--- config.mk ---
export PLATFORM = sky130hd
export DESIGN_NAME = dm_display_ctrl_flat
export DESIGN_NICKNAME = d
export VERILOG_FILES = /design/src/rtl/dm_display_ctrl_pkg.sv /design/src/rtl/dm_display_ctrl_if.sv /design/src/rtl/btn_debounce.sv /design/src/rtl/dm_display_ctrl.sv /design/src/flat_wrapper.sv
export SDC_FILE = /design/constraint.sdc
export NUM_CORES = 1
export LEC_CHECK = 0
export ABC_CLOCK_PERIOD_IN_PS = 3800
export BUFFER_PORTS_ARGS = -buffer_cell sky130_fd_sc_hd__buf_2
export CAP_MARGIN = 25
export CORE_UTILIZATION = 60
export DETAILED_ROUTE_END_ITERATION = 6
export GPL_ROUTABILITY_DRIVEN = 0
export PLACE_DENSITY_LB_ADDON = 0.08
export SLEW_MARGIN = 25
export SYNTH_ARGS = -nofsm -noshare
export SYNTH_HDL_FRONTEND = slang
export SYNTH_SLANG_ARGS = --single-unit
--- constraint.sdc ---
create_clock -name clk -period 3.8 [get_ports clk]
set_clock_uncertainty 0.1 [all_clocks]
set_input_delay 0.95 -clock clk [delete_from_list [all_inputs] [get_ports clk]]
set_output_delay 0.95 -clock clk [all_outputs]
set_load 0.02 [all_outputs]
--- src/rtl/dm_display_ctrl_pkg.sv ---
// Shared types and constants for the data-memory debug front panel:
// debouncer state encoding, hex-to-7-segment table and blanking values.
package dm_display_ctrl_pkg;

    typedef enum logic [1:0] {
        IDLE,
        PRESS_WAIT,
        HELD,
        RELEASE_WAIT
    } dbnc_state_t;

    localparam logic [7:0] SEG_OFF = 8'hFF;
    localparam logic [7:0] AN_OFF  = 8'hFF;

    // Active-low {g,f,e,d,c,b,a}; entry 0 is the rightmost packed element.
    localparam logic [15:0][6:0] HEX_SEG = {
        7'h0E, 7'h06, 7'h21, 7'h46, 7'h03, 7'h08, 7'h10, 7'h00,
        7'h78, 7'h02, 7'h12, 7'h19, 7'h30, 7'h24, 7'h79, 7'h40
    };

endpackage

--- src/rtl/dm_display_ctrl_if.sv ---
// Board-side signal bundle: raw buttons, CPU show-port and 7-segment drive.
interface dm_display_ctrl_if;

    logic        btn_next;
    logic        btn_prev;
    logic [31:0] show_data;
    logic [31:0] show_addr;
    logic [7:0]  an;
    logic [7:0]  seg;

    modport master (
        input  btn_next, btn_prev, show_data,
        output show_addr, an, seg
    );

    modport slave (
        output btn_next, btn_prev, show_data,
        input  show_addr, an, seg
    );

endinterface

--- src/rtl/btn_debounce.sv ---
// Two-flop synchronizer plus press/release debouncer; emits one pulse per
// accepted press and never auto-repeats while the button stays down.
module btn_debounce
    import dm_display_ctrl_pkg::*;
#(
    parameter int unsigned DEBOUNCE_CYCLES = 1000000
) (
    input  logic clk,
    input  logic rst,
    input  logic btn,
    output logic pulse
);

    localparam int unsigned CNT_W = (DEBOUNCE_CYCLES > 1) ? $clog2(DEBOUNCE_CYCLES) : 1;
    localparam logic [CNT_W-1:0] CNT_LAST = CNT_W'(DEBOUNCE_CYCLES - 1);

    logic             sync_p0;
    logic             sync_p1;
    dbnc_state_t      state;
    dbnc_state_t      state_nxt;
    logic [CNT_W-1:0] cnt;
    logic [CNT_W-1:0] cnt_nxt;

    // Stage p0/p1: metastability guard for the asynchronous button level
    always_ff @(posedge clk or negedge rst) begin
        if (!rst) begin
            sync_p0 <= 1'b0;
            sync_p1 <= 1'b0;
        end else begin
            sync_p0 <= btn;
            sync_p1 <= sync_p0;
        end
    end

    always_ff @(posedge clk or negedge rst) begin
        if (!rst) begin
            state <= IDLE;
            cnt   <= '0;
        end else begin
            state <= state_nxt;
            cnt   <= cnt_nxt;
        end
    end

    always_comb begin
        state_nxt = state;
        cnt_nxt   = cnt;
        pulse     = 1'b0;
        case (state)
            IDLE: begin
                if (sync_p1) begin
                    state_nxt = PRESS_WAIT;
                    cnt_nxt   = '0;
                end
            end
            PRESS_WAIT: begin
                if (!sync_p1) begin
                    state_nxt = IDLE;
                    cnt_nxt   = '0;
                end else if (cnt == CNT_LAST) begin
                    pulse     = 1'b1;
                    state_nxt = HELD;
                    cnt_nxt   = '0;
                end else begin
                    cnt_nxt = cnt + CNT_W'(1);
                end
            end
            HELD: begin
                if (!sync_p1) begin
                    state_nxt = RELEASE_WAIT;
                    cnt_nxt   = '0;
                end
            end
            RELEASE_WAIT: begin
                // A bounce back high re-arms HELD so release chatter never re-triggers
                if (sync_p1) begin
                    state_nxt = HELD;
                    cnt_nxt   = '0;
                end else if (cnt == CNT_LAST) begin
                    state_nxt = IDLE;
                    cnt_nxt   = '0;
                end else begin
                    cnt_nxt = cnt + CNT_W'(1);
                end
            end
            default: begin
                state_nxt = IDLE;
                cnt_nxt   = '0;
            end
        endcase
    end

endmodule

--- src/rtl/dm_display_ctrl.sv ---
// DM debug front panel: button-stepped show address, tear-free snapshot of
// the returned word, and 8-digit multiplexed hex display.
module dm_display_ctrl
    import dm_display_ctrl_pkg::*;
#(
    parameter int unsigned DEBOUNCE_CYCLES = 1000000,
    parameter int unsigned SCAN_CYCLES     = 100000,
    parameter int unsigned ADDR_STEP       = 4,
    parameter int unsigned ADDR_LIMIT      = 32'h400
) (
    input  logic clk,
    input  logic rst,
    dm_display_ctrl_if.master dm
);

    localparam logic [31:0] STEP  = ADDR_STEP;
    localparam logic [31:0] LIMIT = ADDR_LIMIT;
    localparam int unsigned SCAN_W = (SCAN_CYCLES > 1) ? $clog2(SCAN_CYCLES) : 1;
    localparam logic [SCAN_W-1:0] SCAN_LAST = SCAN_W'(SCAN_CYCLES - 1);

    logic              next_pulse;
    logic              prev_pulse;
    logic [31:0]       show_addr;
    logic [31:0]       addr_nxt;
    logic [31:0]       addr_inc;
    logic              addr_chg;
    logic [1:0]        reload_cnt;
    logic              reload_fire;
    logic [31:0]       snap;
    logic [SCAN_W-1:0] scan_cnt;
    logic              scan_tick;
    logic [2:0]        idx;
    logic              frame_end;
    logic [3:0]        nibble;
    logic [7:0]        an;
    logic [7:0]        seg;

    btn_debounce #(.DEBOUNCE_CYCLES(DEBOUNCE_CYCLES)) u_dbnc_next (
        .clk   (clk),
        .rst   (rst),
        .btn   (dm.btn_next),
        .pulse (next_pulse)
    );

    btn_debounce #(.DEBOUNCE_CYCLES(DEBOUNCE_CYCLES)) u_dbnc_prev (
        .clk   (clk),
        .rst   (rst),
        .btn   (dm.btn_prev),
        .pulse (prev_pulse)
    );

    // Opposing pulses in the same cycle cancel out
    always_comb begin
        addr_inc = show_addr + STEP;
        addr_nxt = show_addr;
        if (next_pulse && !prev_pulse) begin
            addr_nxt = (addr_inc >= LIMIT) ? 32'h0 : addr_inc;
        end else if (prev_pulse && !next_pulse) begin
            addr_nxt = (show_addr == 32'h0) ? (LIMIT - STEP) : (show_addr - STEP);
        end
        addr_chg = (addr_nxt != show_addr);
    end

    assign scan_tick   = (scan_cnt == SCAN_LAST);
    assign frame_end   = scan_tick && (idx == 3'd7);
    assign reload_fire = (reload_cnt == 2'd1);
    assign nibble      = snap[4*idx +: 4];

    // Address register and reload timer; the 2-cycle delay lets a synchronous DM read settle
    always_ff @(posedge clk or negedge rst) begin
        if (!rst) begin
            show_addr  <= 32'h0;
            reload_cnt <= 2'd0;
        end else begin
            show_addr <= addr_nxt;
            if (addr_chg) begin
                reload_cnt <= 2'd2;
            end else if (reload_cnt != 2'd0) begin
                reload_cnt <= reload_cnt - 2'd1;
            end
        end
    end

    // Snapshot only at frame wrap or reload expiry so a frame never tears
    always_ff @(posedge clk or negedge rst) begin
        if (!rst) begin
            snap     <= 32'h0;
            scan_cnt <= '0;
            idx      <= 3'd0;
        end else begin
            if (frame_end || reload_fire) begin
                snap <= dm.show_data;
            end
            if (scan_tick) begin
                scan_cnt <= '0;
                idx      <= idx + 3'd1;
            end else begin
                scan_cnt <= scan_cnt + SCAN_W'(1);
            end
        end
    end

    // Output stage: decimal point on digit 4 splits the word into halves
    always_ff @(posedge clk or negedge rst) begin
        if (!rst) begin
            an  <= AN_OFF;
            seg <= SEG_OFF;
        end else begin
            an  <= ~(8'b1 << idx);
            seg <= {(idx == 3'd4) ? 1'b0 : 1'b1, HEX_SEG[nibble]};
        end
    end

    assign dm.show_addr = show_addr;
    assign dm.an        = an;
    assign dm.seg       = seg;

endmodule
--- src/flat_wrapper.sv ---
// flat-port wrapper written by rule: the top's interface ports become plain ports
module dm_display_ctrl_flat import dm_display_ctrl_pkg::*;
#(
    parameter int unsigned DEBOUNCE_CYCLES = 1000000,
    parameter int unsigned SCAN_CYCLES     = 100000,
    parameter int unsigned ADDR_STEP       = 4,
    parameter int unsigned ADDR_LIMIT      = 32'h400
)
  (clk, rst, dm_btn_next, dm_btn_prev, dm_show_data, dm_show_addr, dm_an, dm_seg);
  dm_display_ctrl_if dm_i ();
  input  logic clk;
  input  logic rst;
  input wire logic [$bits(dm_i.btn_next)-1:0] dm_btn_next;
  input wire logic [$bits(dm_i.btn_prev)-1:0] dm_btn_prev;
  input wire logic [$bits(dm_i.show_data)-1:0] dm_show_data;
  output wire logic [$bits(dm_i.show_addr)-1:0] dm_show_addr;
  output wire logic [$bits(dm_i.an)-1:0] dm_an;
  output wire logic [$bits(dm_i.seg)-1:0] dm_seg;
  assign dm_i.btn_next = dm_btn_next;
  assign dm_i.btn_prev = dm_btn_prev;
  assign dm_i.show_data = dm_show_data;
  assign dm_show_addr = dm_i.show_addr;
  assign dm_an = dm_i.an;
  assign dm_seg = dm_i.seg;
  dm_display_ctrl #(.DEBOUNCE_CYCLES(DEBOUNCE_CYCLES), .SCAN_CYCLES(SCAN_CYCLES), .ADDR_STEP(ADDR_STEP), .ADDR_LIMIT(ADDR_LIMIT)) u_core (.clk(clk), .rst(rst), .dm(dm_i));
endmodule
==> metrics.md <==
| Metric | Value |
|---|---|
| Status | `complete, no violations` |
| Area of the core | `13,240 sq um` |
| Total of flip-flops plus latches after synthesis | `149` |
| Worst slack at placement | `0.6544 ns` |
| Crit path kind | `reg2reg` |
| Synthesized netlist net count | `900` |
| Final WL | `18,800 microns` |
| Total number of placement rows | `42` |
| Maximum fanout along the worst path | `13` |
| Syn-to-layout area delta | `14.35%` |
| Drt first-iter violations | `559` |
| Clk pwr share | `0.467` |
| Power dissipated by switching net loads | `898.6 uW` |
| Number of antenna violations at the first check in global routing | `0` |
| Total clock sinks | `149` |
| Final ANT Viol Nets | `0` |
| Die H | `118.6 microns` |
| Wire length of the first global-routing pass | `31,860 microns` |
| Most common library cell in the layout ignoring fill and taps | `dfrtp_1` |
| Clock transition time at the flip-flop clock pins of the worst setup and hold paths | `0.06 ns` |
| Post-layout worst setup margin | `0.6336 ns` |
| Class of the tightest hold or removal check | `reg2reg` |
| Mapped Area | `8163 sq um` |
| Vias after detailed routing | `6,727` |
| Slew at the pin with the worst max-slew slack | `0.9162 ns` |
| Data arrival time of the critical path | `3.37 ns` |
| Initial Utilization | `0.6164` |
| Clock latency of the later-clocked register in the worst-skew pair | `0.42 ns` |
| Post-cts hold buffer count | `0` |
| I/O Buffers | `83` |
| Internal power | `2.891 mW` |
| Async S/R FF share, synth | `1.000` |
| Filler cell count in the final layout | `1,018` |
| Gate count after technology mapping | `844` |
| Switching portion of total power | `0.2371` |
| CP Launch Type | `register` |
| Final design instance area without fill | `9334 sq um` |
| Share of final-layout standard cells stronger than drive strength 1 | `0.2217` |
| Fin. max-slew vios | `0` |
| Count of cell types in the netlist | `72` |
| Data required time at the worst endpoint | `4.01 ns` |
| Via count of the first global-routing pass | `6,618` |
| Die area | `14,080 sq um` |
| Number of nets at the end of the flow | `972` |
| Setup repair after global routing missed its margin | `false` |
| Delay of the slowest cell on the worst path | `0.59 ns` |
| Sum of net half-perimeters after detailed placement | `12,890 microns` |
| Worst IR Drop VDD | `0.5302 mV` |
| DR DRC count | `0` |
| Clock root buffer master | `clkbuf_16` |
| Clock buffer count from CTS | `17` |
| Combinational share of power | `0.089` |
| Commonest cells after routing, fill and taps aside | `134 x dfrtp_1, 88 x nand2_1, 86 x nor2_1` |
| Number of levels in the clock H-tree | `4` |
| Post-DR wirelength/cell | `17.01 microns` |
| Overflow left after global routing | `0` |
| Leakage power | `4.139 nW` |
| Largest net degree at the start of global routing | `55` |
| Category of cells accounting for the largest share of critical-path delay | `simple AND/OR/NAND/NOR gates` |
| Post-CTS Resized | `0` |
| Detailed-route vias per instance | `6.088` |
| Buffer and inverter count on the worst path | `1` |
| Cell Area, Placed | `8715 sq um` |
| Cell at the slowest stage of the critical path | `or4_4` |
| Sequential share of power | `0.443` |
| Number of enable flip-flop cells after synthesis | `0` |
| Final setup fails | `0` |
| Dominant synthesized flop cell | `dfrtp_1` |
| Top Ports | `84` |
| Endpoints failing hold | `0` |
| Synthesis Warnings | `0` |
| Slew margin rel. | `0.3875` |
| Final Critical Period | `3.166 ns` |
| Clock tree from TritonCTS | `done` |
| Accumulated negative setup slack | `0 ns` |
| Kind of end point of the critical path | `register` |
| Maximum clock insertion buffer count | `2` |
| Hold Slack | `0.2464 ns` |
| Number of search-and-repair iterations in the first detailed-routing pass | `5` |
| Power per Cell Area | `406.1 nW/um^2` |
| Post-CTS setup buffer count | `0` |
| Sequential share of the synthesized area | `0.4591` |
| Antenna Cells | `0` |
| Critical Path Most Common Cell | `or4_4` |
| Horizontal extent of the die | `118.6 microns` |
| Count of maximum capacitance violations | `0` |
| Cell chain of the critical path | `or4_4, or4_4, or2_4, or3_4, o21ai_4, buf_4, nor2_1` |
| Final Cycle Share | `0.8333` |
| Average cell area after synthesis | `9.672 sq um` |
| Highest achievable clock rate | `315.8 MHz` |
| Overall fraction of global-route tracks in use | `0.2839` |
## synth_stat cells, drive strengths merged (4+ instances only)
cell type    n  area [sq um]
or2         10         65.07
or4b         4         40.04
o41ai        4         35.03
dfstp       15         394.1
and4         4         35.03
and3        16         100.1
ha          20         250.2
o21ai       65         340.3
nor2        87         326.6
a22o         4         35.03
a21oi       17         88.84
inv         20         75.07
nand4       21         131.4
nand2       88         330.3
nor4        25         168.9
nor4b        6         52.55
or4          6         56.30
mux2i       10         100.1
nand3       43         215.2
xnor2       33         289.0
nor3        30         150.1
mux4         8         180.2
nor3b        6         45.04
buf         14         86.32
or3         11         75.07
xor2        17         148.9
and2        10         62.56
nor2b        7         43.79
clkbuf      26         97.59
mux2        34         382.9
o31ai       10         75.07
a211oi       5         47.54
dfrtp      134          3353
## power groups by stage
stage / Sequential [mW] / Combinational, mW / Clock [mW]
after floorplan: 1.71 / 0.219 / 0
after global placement: 1.70 / 0.320 / 0
after detailed placement: 1.71 / 0.339 / 0
after CTS: 1.68 / 0.340 / 1.79
after global routing: 1.68 / 0.382 / 1.86
final: 1.68 / 0.339 / 1.77
## through the flow
stage / total power, mW / util / std cells
finish: 3.790 / 0.7048 / 1105
global route: 3.924 / 0.7048 / 1105
CTS: 3.815 / 0.7048 / 1105
detailed placement: 2.047 / 0.6581 / 1073
global placement: 2.022 / 0.6579 / 1073
floorplan: 1.926 / - / 844
## per-layer routing
metal  routed length, microns  track usage  vias up
li1                         -            -     3178
met1                     8186       0.3776     3309
met2                     9371       0.4686      203
met3                      842      0.04440       37
met4                      398       0.1092        0
met5                        0            0        -
## area by class of cell
class / count / area, sq um / area share
well taps: 176 / 220.2 / 0.02359
clock inverters: 9 / 151.4 / 0.01622
clock buffers: 23 / 467.9 / 0.05013
multi-input cells: 635 / 4163 / 0.4460
inverters: 20 / 75.07 / 0.008043
repair buffers: 93 / 509.2 / 0.05456
flip-flops and latches: 149 / 3747 / 0.4015
## worst reg2reg max path, delay by kind of cell, from the launching register on
kind	cells	cell delay (ns)
AO/OA/AOI/OAI	1	0.33
flip-flops	1	0.46
AND/OR/NAND/NOR	5	1.90
buffers and inverters	1	0.26
## cells by family after synthesis
| family | synth area share |
|---|---|
| AOI/OAI and AO/OA | 0.1022 |
| xor gates and xnor gates | 0.05365 |
| adders and majority gates | 0.03066 |
| buffers and inverters | 0.03173 |
| DFF | 0.4591 |
| muxes | 0.08124 |
| and+or+nand+nor | 0.2414 |
## final timing paths
| path | from | endpoint | slack (ns) | depth (start not counted) |
|---|---|---|---|---|
| setup / recovery | u_core.dm.show_addr[20] | u_core.dm.show_addr[25] | 0.63 | 7 |
| hold / removal | u_core.u_dbnc_next.sync_p0 | u_core.u_dbnc_next.sync_p1 | 0.25 | 0 |
| setup reg to reg | u_core.dm.show_addr[20] | u_core.dm.show_addr[25] | 0.63 | 7 |
| hold reg to reg | u_core.u_dbnc_next.sync_p0 | u_core.u_dbnc_next.sync_p1 | 0.25 | 0 |
| max in group asynchronous | rst | u_core.dm.an[2] | 2.44 | 2 |
| min in group asynchronous | rst | u_core.idx[0] | 0.38 | 1 |
## registers in the layout, summed over array words and instances (netlist names), 2 cells and up, named ones only
| register | flops |
|---|---|
| u_core.scan_cnt | 17 |
| u_core.dm.show_addr | 32 |
| u_core.snap | 32 |
| u_core.reload_cnt | 2 |
| u_core.dm.an | 7 |
| u_core.dm.seg | 8 |
| u_core.idx | 3 |
| u_core.u_dbnc_next.cnt | 20 |
| u_core.u_dbnc_prev.cnt | 20 |
Note: power is estimated with default switching activity, not from simulation.
